$ cat config.mk
export PLATFORM = sky130hd
export DESIGN_NAME = trace_emitter
export DESIGN_NICKNAME = d
export VERILOG_FILES = /design/src/rtl/trace_emitter.sv
export SDC_FILE = /design/constraint.sdc
export NUM_CORES = 1
export LEC_CHECK = 0
export ABC_CLOCK_PERIOD_IN_PS = 10800
export BUFFER_PORTS_ARGS = -buffer_cell sky130_fd_sc_hd__buf_2
export CAP_MARGIN = 20
export CORE_ASPECT_RATIO = 0.6
export CORE_MARGIN = 1.5
export CORE_UTILIZATION = 65
export CTS_CLUSTER_SIZE = 12
export DETAILED_ROUTE_END_ITERATION = 6
export GPL_TIMING_DRIVEN = 0
export MAX_ROUTING_LAYER = met4
export PLACE_DENSITY = 0.86
export SETUP_SLACK_MARGIN = 0.3
export SLEW_MARGIN = 20
export SYNTH_ARGS = -nofsm -noshare
export SYNTH_HDL_FRONTEND = slang
export SYNTH_SLANG_ARGS = --single-unit
$ cat constraint.sdc
create_clock -name clk -period 10.8 [get_ports clk]
set_input_delay 2.16 -clock clk [delete_from_list [all_inputs] [get_ports clk]]
set_output_delay 2.16 -clock clk [all_outputs]
set_load 0.005 [all_outputs]
$ cat src/rtl/trace_emitter.sv
// trace_emitter: packs retirement events into REG/LOAD/STORE records and sends them through a FIFO to a valid/ready sink.
// Optional feature macro TRACE_STATS_EN: saturating event counters plus a STATS record phase after halt.
module trace_emitter #(
  parameter int unsigned DEPTH = 8
) (
  input  logic        clk,
  input  logic        rst,
  input  logic        reg_wr,
  input  logic [2:0]  reg_sel,
  input  logic [15:0] reg_data,
  input  logic        mem_rd,
  input  logic        mem_wr,
  input  logic [15:0] mem_addr,
  input  logic [15:0] mem_rdata,
  input  logic [15:0] mem_wdata,
  input  logic        halt,
  input  logic        icache_req,
  input  logic        icache_hit,
  input  logic        dcache_req,
  input  logic        dcache_hit,
  output logic        rec_valid,
  input  logic        rec_ready,
  output logic [1:0]  rec_type,
  output logic [15:0] rec_a,
  output logic [15:0] rec_b,
  output logic        trace_full,
  output logic        overflow,
  output logic        done
);

  localparam int unsigned PTR_W = $clog2(DEPTH);
  localparam int unsigned CNT_W = PTR_W + 1;

  localparam logic [1:0] T_REG   = 2'd0;
  localparam logic [1:0] T_LOAD  = 2'd1;
  localparam logic [1:0] T_STORE = 2'd2;

  typedef struct packed {
    logic [1:0]  rtype;
    logic [15:0] a;
    logic [15:0] b;
  } rec_t;

`ifdef TRACE_STATS_EN
  localparam logic [1:0] T_STAT = 2'd3;
  typedef enum logic [1:0] {
    S_RUN   = 2'd0,
    S_DRAIN = 2'd1,
    S_STATS = 2'd2,
    S_DONE  = 2'd3
  } state_t;
`else
  typedef enum logic [1:0] {
    S_RUN   = 2'd0,
    S_DRAIN = 2'd1,
    S_DONE  = 2'd3
  } state_t;
`endif

  state_t           state_q, state_d;
  logic [PTR_W-1:0] wr_ptr_q, wr_ptr_d, rd_ptr_q, rd_ptr_d, wr_ptr_p1;
  logic [CNT_W-1:0] count_q, count_d, free_slots, need, n_push;
  logic             overflow_q, overflow_d;
  logic             full_q, full_d;
  logic             push0, push1, pop, head_valid;
  rec_t             reg_rec, mem_rec, rec0, rec1, head;
  rec_t             mem_q [DEPTH];

  // Record builders and FIFO status decode
  always_comb begin
    reg_rec.rtype = T_REG;
    reg_rec.a     = {13'b0, reg_sel};
    reg_rec.b     = reg_data;
    // A simultaneous read and write is traced as a store only
    mem_rec.rtype = mem_wr ? T_STORE : T_LOAD;
    mem_rec.a     = mem_addr;
    mem_rec.b     = mem_wr ? mem_wdata : mem_rdata;
    wr_ptr_p1     = wr_ptr_q + PTR_W'(1);
    head_valid    = (count_q != '0);
    head          = mem_q[rd_ptr_q];
    free_slots    = CNT_W'(DEPTH) - count_q;
    need          = CNT_W'(reg_wr) + CNT_W'(mem_rd | mem_wr);
  end

`ifdef TRACE_STATS_EN
  logic [15:0] cyc_q, cyc_d, inst_q, inst_d;
  logic [15:0] dhit_q, dhit_d, ihit_q, ihit_d;
  logic [15:0] dreq_q, dreq_d, ireq_q, ireq_d;
  logic [2:0]  stat_idx_q, stat_idx_d;
  logic [15:0] stat_val;

  function automatic logic [15:0] sat_inc(input logic [15:0] v, input logic en);
    return (en && (v != 16'hFFFF)) ? v + 16'd1 : v;
  endfunction

  // Counters advance only while retiring, halt cycle included
  always_comb begin
    cyc_d  = cyc_q;
    inst_d = inst_q;
    dhit_d = dhit_q;
    ihit_d = ihit_q;
    dreq_d = dreq_q;
    ireq_d = ireq_q;
    if (state_q == S_RUN) begin
      cyc_d  = sat_inc(cyc_q, 1'b1);
      inst_d = sat_inc(inst_q, halt | reg_wr | mem_wr);
      dhit_d = sat_inc(dhit_q, dcache_hit);
      ihit_d = sat_inc(ihit_q, icache_hit);
      dreq_d = sat_inc(dreq_q, dcache_req);
      ireq_d = sat_inc(ireq_q, icache_req);
    end
  end

  always_comb begin
    stat_val = '0;
    case (stat_idx_q)
      3'd0:    stat_val = cyc_q;
      3'd1:    stat_val = inst_q;
      3'd2:    stat_val = dhit_q;
      3'd3:    stat_val = ihit_q;
      3'd4:    stat_val = dreq_q;
      3'd5:    stat_val = ireq_q;
      default: stat_val = '0;
    endcase
  end

  always_ff @(posedge clk or negedge rst) begin
    if (!rst) begin
      cyc_q      <= '0;
      inst_q     <= '0;
      dhit_q     <= '0;
      ihit_q     <= '0;
      dreq_q     <= '0;
      ireq_q     <= '0;
      stat_idx_q <= '0;
    end else begin
      cyc_q      <= cyc_d;
      inst_q     <= inst_d;
      dhit_q     <= dhit_d;
      ihit_q     <= ihit_d;
      dreq_q     <= dreq_d;
      ireq_q     <= ireq_d;
      stat_idx_q <= stat_idx_d;
    end
  end
`else
  logic unused_strobes;
  assign unused_strobes = ^{icache_req, icache_hit, dcache_req, dcache_hit};
`endif

  // Next-state, push/pop and occupancy
  always_comb begin
    state_d    = state_q;
    overflow_d = overflow_q;
    push0      = 1'b0;
    push1      = 1'b0;
    pop        = 1'b0;
    rec0       = reg_rec;
    rec1       = mem_rec;
`ifdef TRACE_STATS_EN
    stat_idx_d = stat_idx_q;
`endif
    case (state_q)
      S_RUN: begin
        pop = head_valid & rec_ready;
        // All-or-nothing: free space is judged before this cycle's pop
        if (need > free_slots) begin
          overflow_d = 1'b1;
        end else if (reg_wr) begin
          push0 = 1'b1;
          push1 = mem_rd | mem_wr;
        end else if (mem_rd | mem_wr) begin
          push0 = 1'b1;
          rec0  = mem_rec;
        end
        if (halt) state_d = S_DRAIN;
      end
      S_DRAIN: begin
        pop = head_valid & rec_ready;
`ifdef TRACE_STATS_EN
        if (!head_valid) state_d = S_STATS;
`else
        if (!head_valid) state_d = S_DONE;
`endif
      end
`ifdef TRACE_STATS_EN
      S_STATS: begin
        if (rec_ready) begin
          stat_idx_d = stat_idx_q + 3'd1;
          if (stat_idx_q == 3'd5) state_d = S_DONE;
        end
      end
`endif
      S_DONE: state_d = S_DONE;
      default: state_d = S_RUN;
    endcase
    n_push   = CNT_W'(push0) + CNT_W'(push1);
    count_d  = count_q + n_push - CNT_W'(pop);
    wr_ptr_d = wr_ptr_q + PTR_W'(n_push);
    rd_ptr_d = rd_ptr_q + PTR_W'(pop);
    full_d   = (CNT_W'(DEPTH) - count_d) < CNT_W'(2);
  end

  always_ff @(posedge clk or negedge rst) begin
    if (!rst) begin
      state_q    <= S_RUN;
      wr_ptr_q   <= '0;
      rd_ptr_q   <= '0;
      count_q    <= '0;
      overflow_q <= 1'b0;
      full_q     <= 1'b0;
    end else begin
      state_q    <= state_d;
      wr_ptr_q   <= wr_ptr_d;
      rd_ptr_q   <= rd_ptr_d;
      count_q    <= count_d;
      overflow_q <= overflow_d;
      full_q     <= full_d;
    end
  end

  // Record storage; contents are qualified by count_q so no reset is needed
  always_ff @(posedge clk) begin
    if (push0) mem_q[wr_ptr_q]  <= rec0;
    if (push1) mem_q[wr_ptr_p1] <= rec1;
  end

  // Output mux: FIFO head while tracing/draining, statistic record in STATS
  always_comb begin
    rec_valid = 1'b0;
    rec_type  = '0;
    rec_a     = '0;
    rec_b     = '0;
    if ((state_q == S_RUN || state_q == S_DRAIN) && head_valid) begin
      rec_valid = 1'b1;
      rec_type  = head.rtype;
      rec_a     = head.a;
      rec_b     = head.b;
    end
`ifdef TRACE_STATS_EN
    else if (state_q == S_STATS) begin
      rec_valid = 1'b1;
      rec_type  = T_STAT;
      rec_a     = {13'b0, stat_idx_q};
      rec_b     = stat_val;
    end
`endif
  end

  assign trace_full = full_q;
  assign overflow   = overflow_q;
  assign done       = (state_q == S_DONE);

endmodule

==> metrics.md <==
| Metric | Value |
|---|---|
| Setup crit end kind | `flip-flop` |
| Min Tclk post-route | `6.906 ns` |
| FP Rows | `42` |
| Layout cells sized above 1 | `42.18%` |
| Synth area leaders | `edfxtp_1 56%, mux2_2 12%, mux4_2 11%` |
| Post-Route Setup TNS | `0 ns` |
| Die Width | `195.9 um` |
| Worst hold path type | `flip-flop to flip-flop` |
| Clk Latency, worst-skew pair | `0.55 ns` |
| Max Cap Violations | `0` |
| First-pass GRT wire length | `52.76 mm` |
| Tightest Pin Transition | `1.133 ns` |
| Max Clock Freq | `0.1448 GHz` |
| Initial antenna violation count | `0` |
| Gp weighted congestion | `0.8412` |
| Clock buffer depth | `3` |
| Run status | `finished clean` |
| Total congestion overflow | `0` |
| Die area | `23260 um2` |
| Synth Flop Type | `edfxtp_1` |
| P&R area growth vs syn | `14.78%` |
| Number of synthesized flops with an enable pin | `272` |
| Post-synthesis sequential area ratio | `58.69%` |
| I/O pins | `116` |
| Root Buffer | `clkbuf_16` |
| Warnings from Yosys | `0` |
| Max VDD drop | `0.0001216 V` |
| Relative slew slack | `24.07%` |
| Detail Route Antenna Nets | `0` |
| Worst EP arrival | `7.33 ns` |
| Yosys reg bits | `286` |
| Initial Util | `66.07%` |
| Via count | `8570` |
| Post-cts hold buffer count | `0` |
| Hold Fails Final Rpt | `0` |
| Total CTS buffers | `28` |
| Die Ht | `118.7 um` |
| PD cells | `188.1 nW/um2` |
| Max Slew Vio Count | `0` |
| Most numerous cell in the Yosys netlist | `edfxtp_1` |
| CTS tree | `yes` |
| Drt initial violations | `921` |
| Vias in the first global route | `8693` |
| Post-Syn Instances | `886` |
| Post-synth top area share | `56.28%` |
| Drt first pass iters | `5` |
| Largest net degree at the start of global routing | `21` |
| Core Region | `21970 um2` |
| Final setup violation count | `0` |
| Clock Sinks | `286` |
| Worst-path clk slew | `0.06 ns` |
| Detailed Place HPWL | `22.90 mm` |
| Post-CTS Setup Bufs | `0` |
| Port-buffer cells | `110` |
| Syn_nets | `983` |
| Tcrit/Tclk final | `63.94%` |
| Leak | `0.005997 uW` |
| Worst setup SP type | `input pin` |
| Net count reported at finish | `1139` |
| Post-route DRC | `0` |
| Cell Area, Synth | `14510 um2` |
| Post-cts sizing count | `0` |
| WS Path Type | `input pin to flip-flop` |
| Ant. Diodes | `0` |
| Async set-or-reset flop fraction in the synthesized netlist | `4.895%` |
| Mapped Avg Cell Area | `16.38 um2` |
| RSZ-0062 raised after global routing | `no` |
| Yosys cell types | `36` |
| Core Util, Final | `75.84%` |
| Synth cell count leaders | `272 x edfxtp_1, 156 x mux2_2, 107 x and2_1, 68 x mux4_2, 39 x nor2_1` |
| Final setup skew | `0.008352 ns` |
| Cell taking the most area after synthesis | `edfxtp_1` |
| WL/cell | `25.92 um` |
| DRT Wirelength | `34.57 mm` |
| Total global-route track usage | `31.68%` |
| Critical path fanouts, max | `10` |
| CP required | `11.22 ns` |
| Via density | `6.424` |
| H-tree depth | `1` |
## metrics by stage
stage                     instance area (um2)  total power (uW)  instances  setup WS [ns]  hold WS (ns)
final                                   16660              3133       1334          3.894        0.4640
after global routing                    16660              3259       1334          3.656        0.4845
after CTS                               16650              3134       1333          3.913        0.4674
after detailed placement                15900              2288       1297          3.362        0.4437
after global placement                  15420              2248       1282          2.834        0.4356
after floorplan                         14510              2008        886          4.101        0.4510
## worst max-delay path, stage by stage
cell and delay, ns:
buf_2 0.18, or2_2 0.33, ha_1 0.25, ha_1 0.36, nand2b_1 0.11, a221oi_4 0.83
and2_2 0.29, buf_4 0.17, buf_2 0.42, nor2_1 0.11, ha_1 0.31, inv_1 0.04
ha_1 0.27, inv_1 0.05, ha_1 0.16, inv_1 0.06, fa_1 0.59, ha_1 0.19
nand2b_1 0.11, a21oi_1 0.06, mux2_2 0.26
## cells by family (layout without fill, tap and decap cells)
kind of cell | count (synthesis) | after routing | synth area share, %
and+or+nand+nor | 184 | 184 | 7.095
AOI/OAI and AO/OA | 39 | 39 | 2.612
xor gates and xnor gates | 8 | 8 | 0.5345
DFF | 286 | 286 | 58.69
muxes | 271 | 271 | 26.34
buffers and inverters | 79 | 241 | 2.983
adders and majority gates | 19 | 19 | 1.741
## layout by cell type, fill, tap and decap left out, types with 5 or more instances in the layout
cell and n:
edfxtp_1 272, mux2_2 156, buf_2 120, and2_1 107, mux4_2 68, nor2_1 39
mux2i_1 34, clkbuf_1 30, clkbuf_16 28, inv_1 24, buf_6 17, ha_1 17
dfrtp_1 14, mux2_4 13, buf_16 13, nand3_1 11, a21oi_1 10, nand2_1 9
a211oi_1 8, a22oi_4 8, a21oi_4 8, nor3_1 5
## power by group
part           internal [uW]  switching [uW]
logic                    458             566
registers               1230            22.4
clock network            465             391
total                   2150             980
## worst paths after layout
kind	cells past startpoint	slack, ns	endpoint	from
worst max-delay path	21	3.89	trace_full	mem_wr
worst min register to register	1	0.46	overflow	overflow
min in group asynchronous	1	1.51	count_q[1]	rst
max in group asynchronous	1	9.03	count_q[2]	rst
worst max register to register	21	5.48	trace_full	count_q[0]
worst min-delay path	1	0.46	overflow	overflow
## final cells by class
type                            instances  area (um2)
Clock inverter                          3       28.78
Fill cell                            1288        5306
Multi-Input combinational cell        521        5653
Tap cell                              286       357.8
Timing Repair Buffer                  126       949.7
Clock buffer                           33       719.4
Inverter                               24       90.09
Sequential cell                       286        8518
Buffer                                 55       342.8
## routing by layer
layer	routed length [um]	track usage [%]	share of wire (%)	up-vias
met5	0	-	0	-
met4	575	6.587	1.7	0
met3	3473	5.765	10	52
met2	16250	47.69	47	488
met1	14280	46.03	41	4308
li1	-	-	-	3722
## registers in the layout, indices dropped and copies added (netlist names)
| register | cells |
|---|---|
| state_q | 2 |
| rd_ptr_q | 3 |
| count_q | 4 |
| trace_full | 1 |
| mem_q | 272 |
| wr_ptr_q | 3 |
| overflow | 1 |
Power figures use the tool's default switching activity.
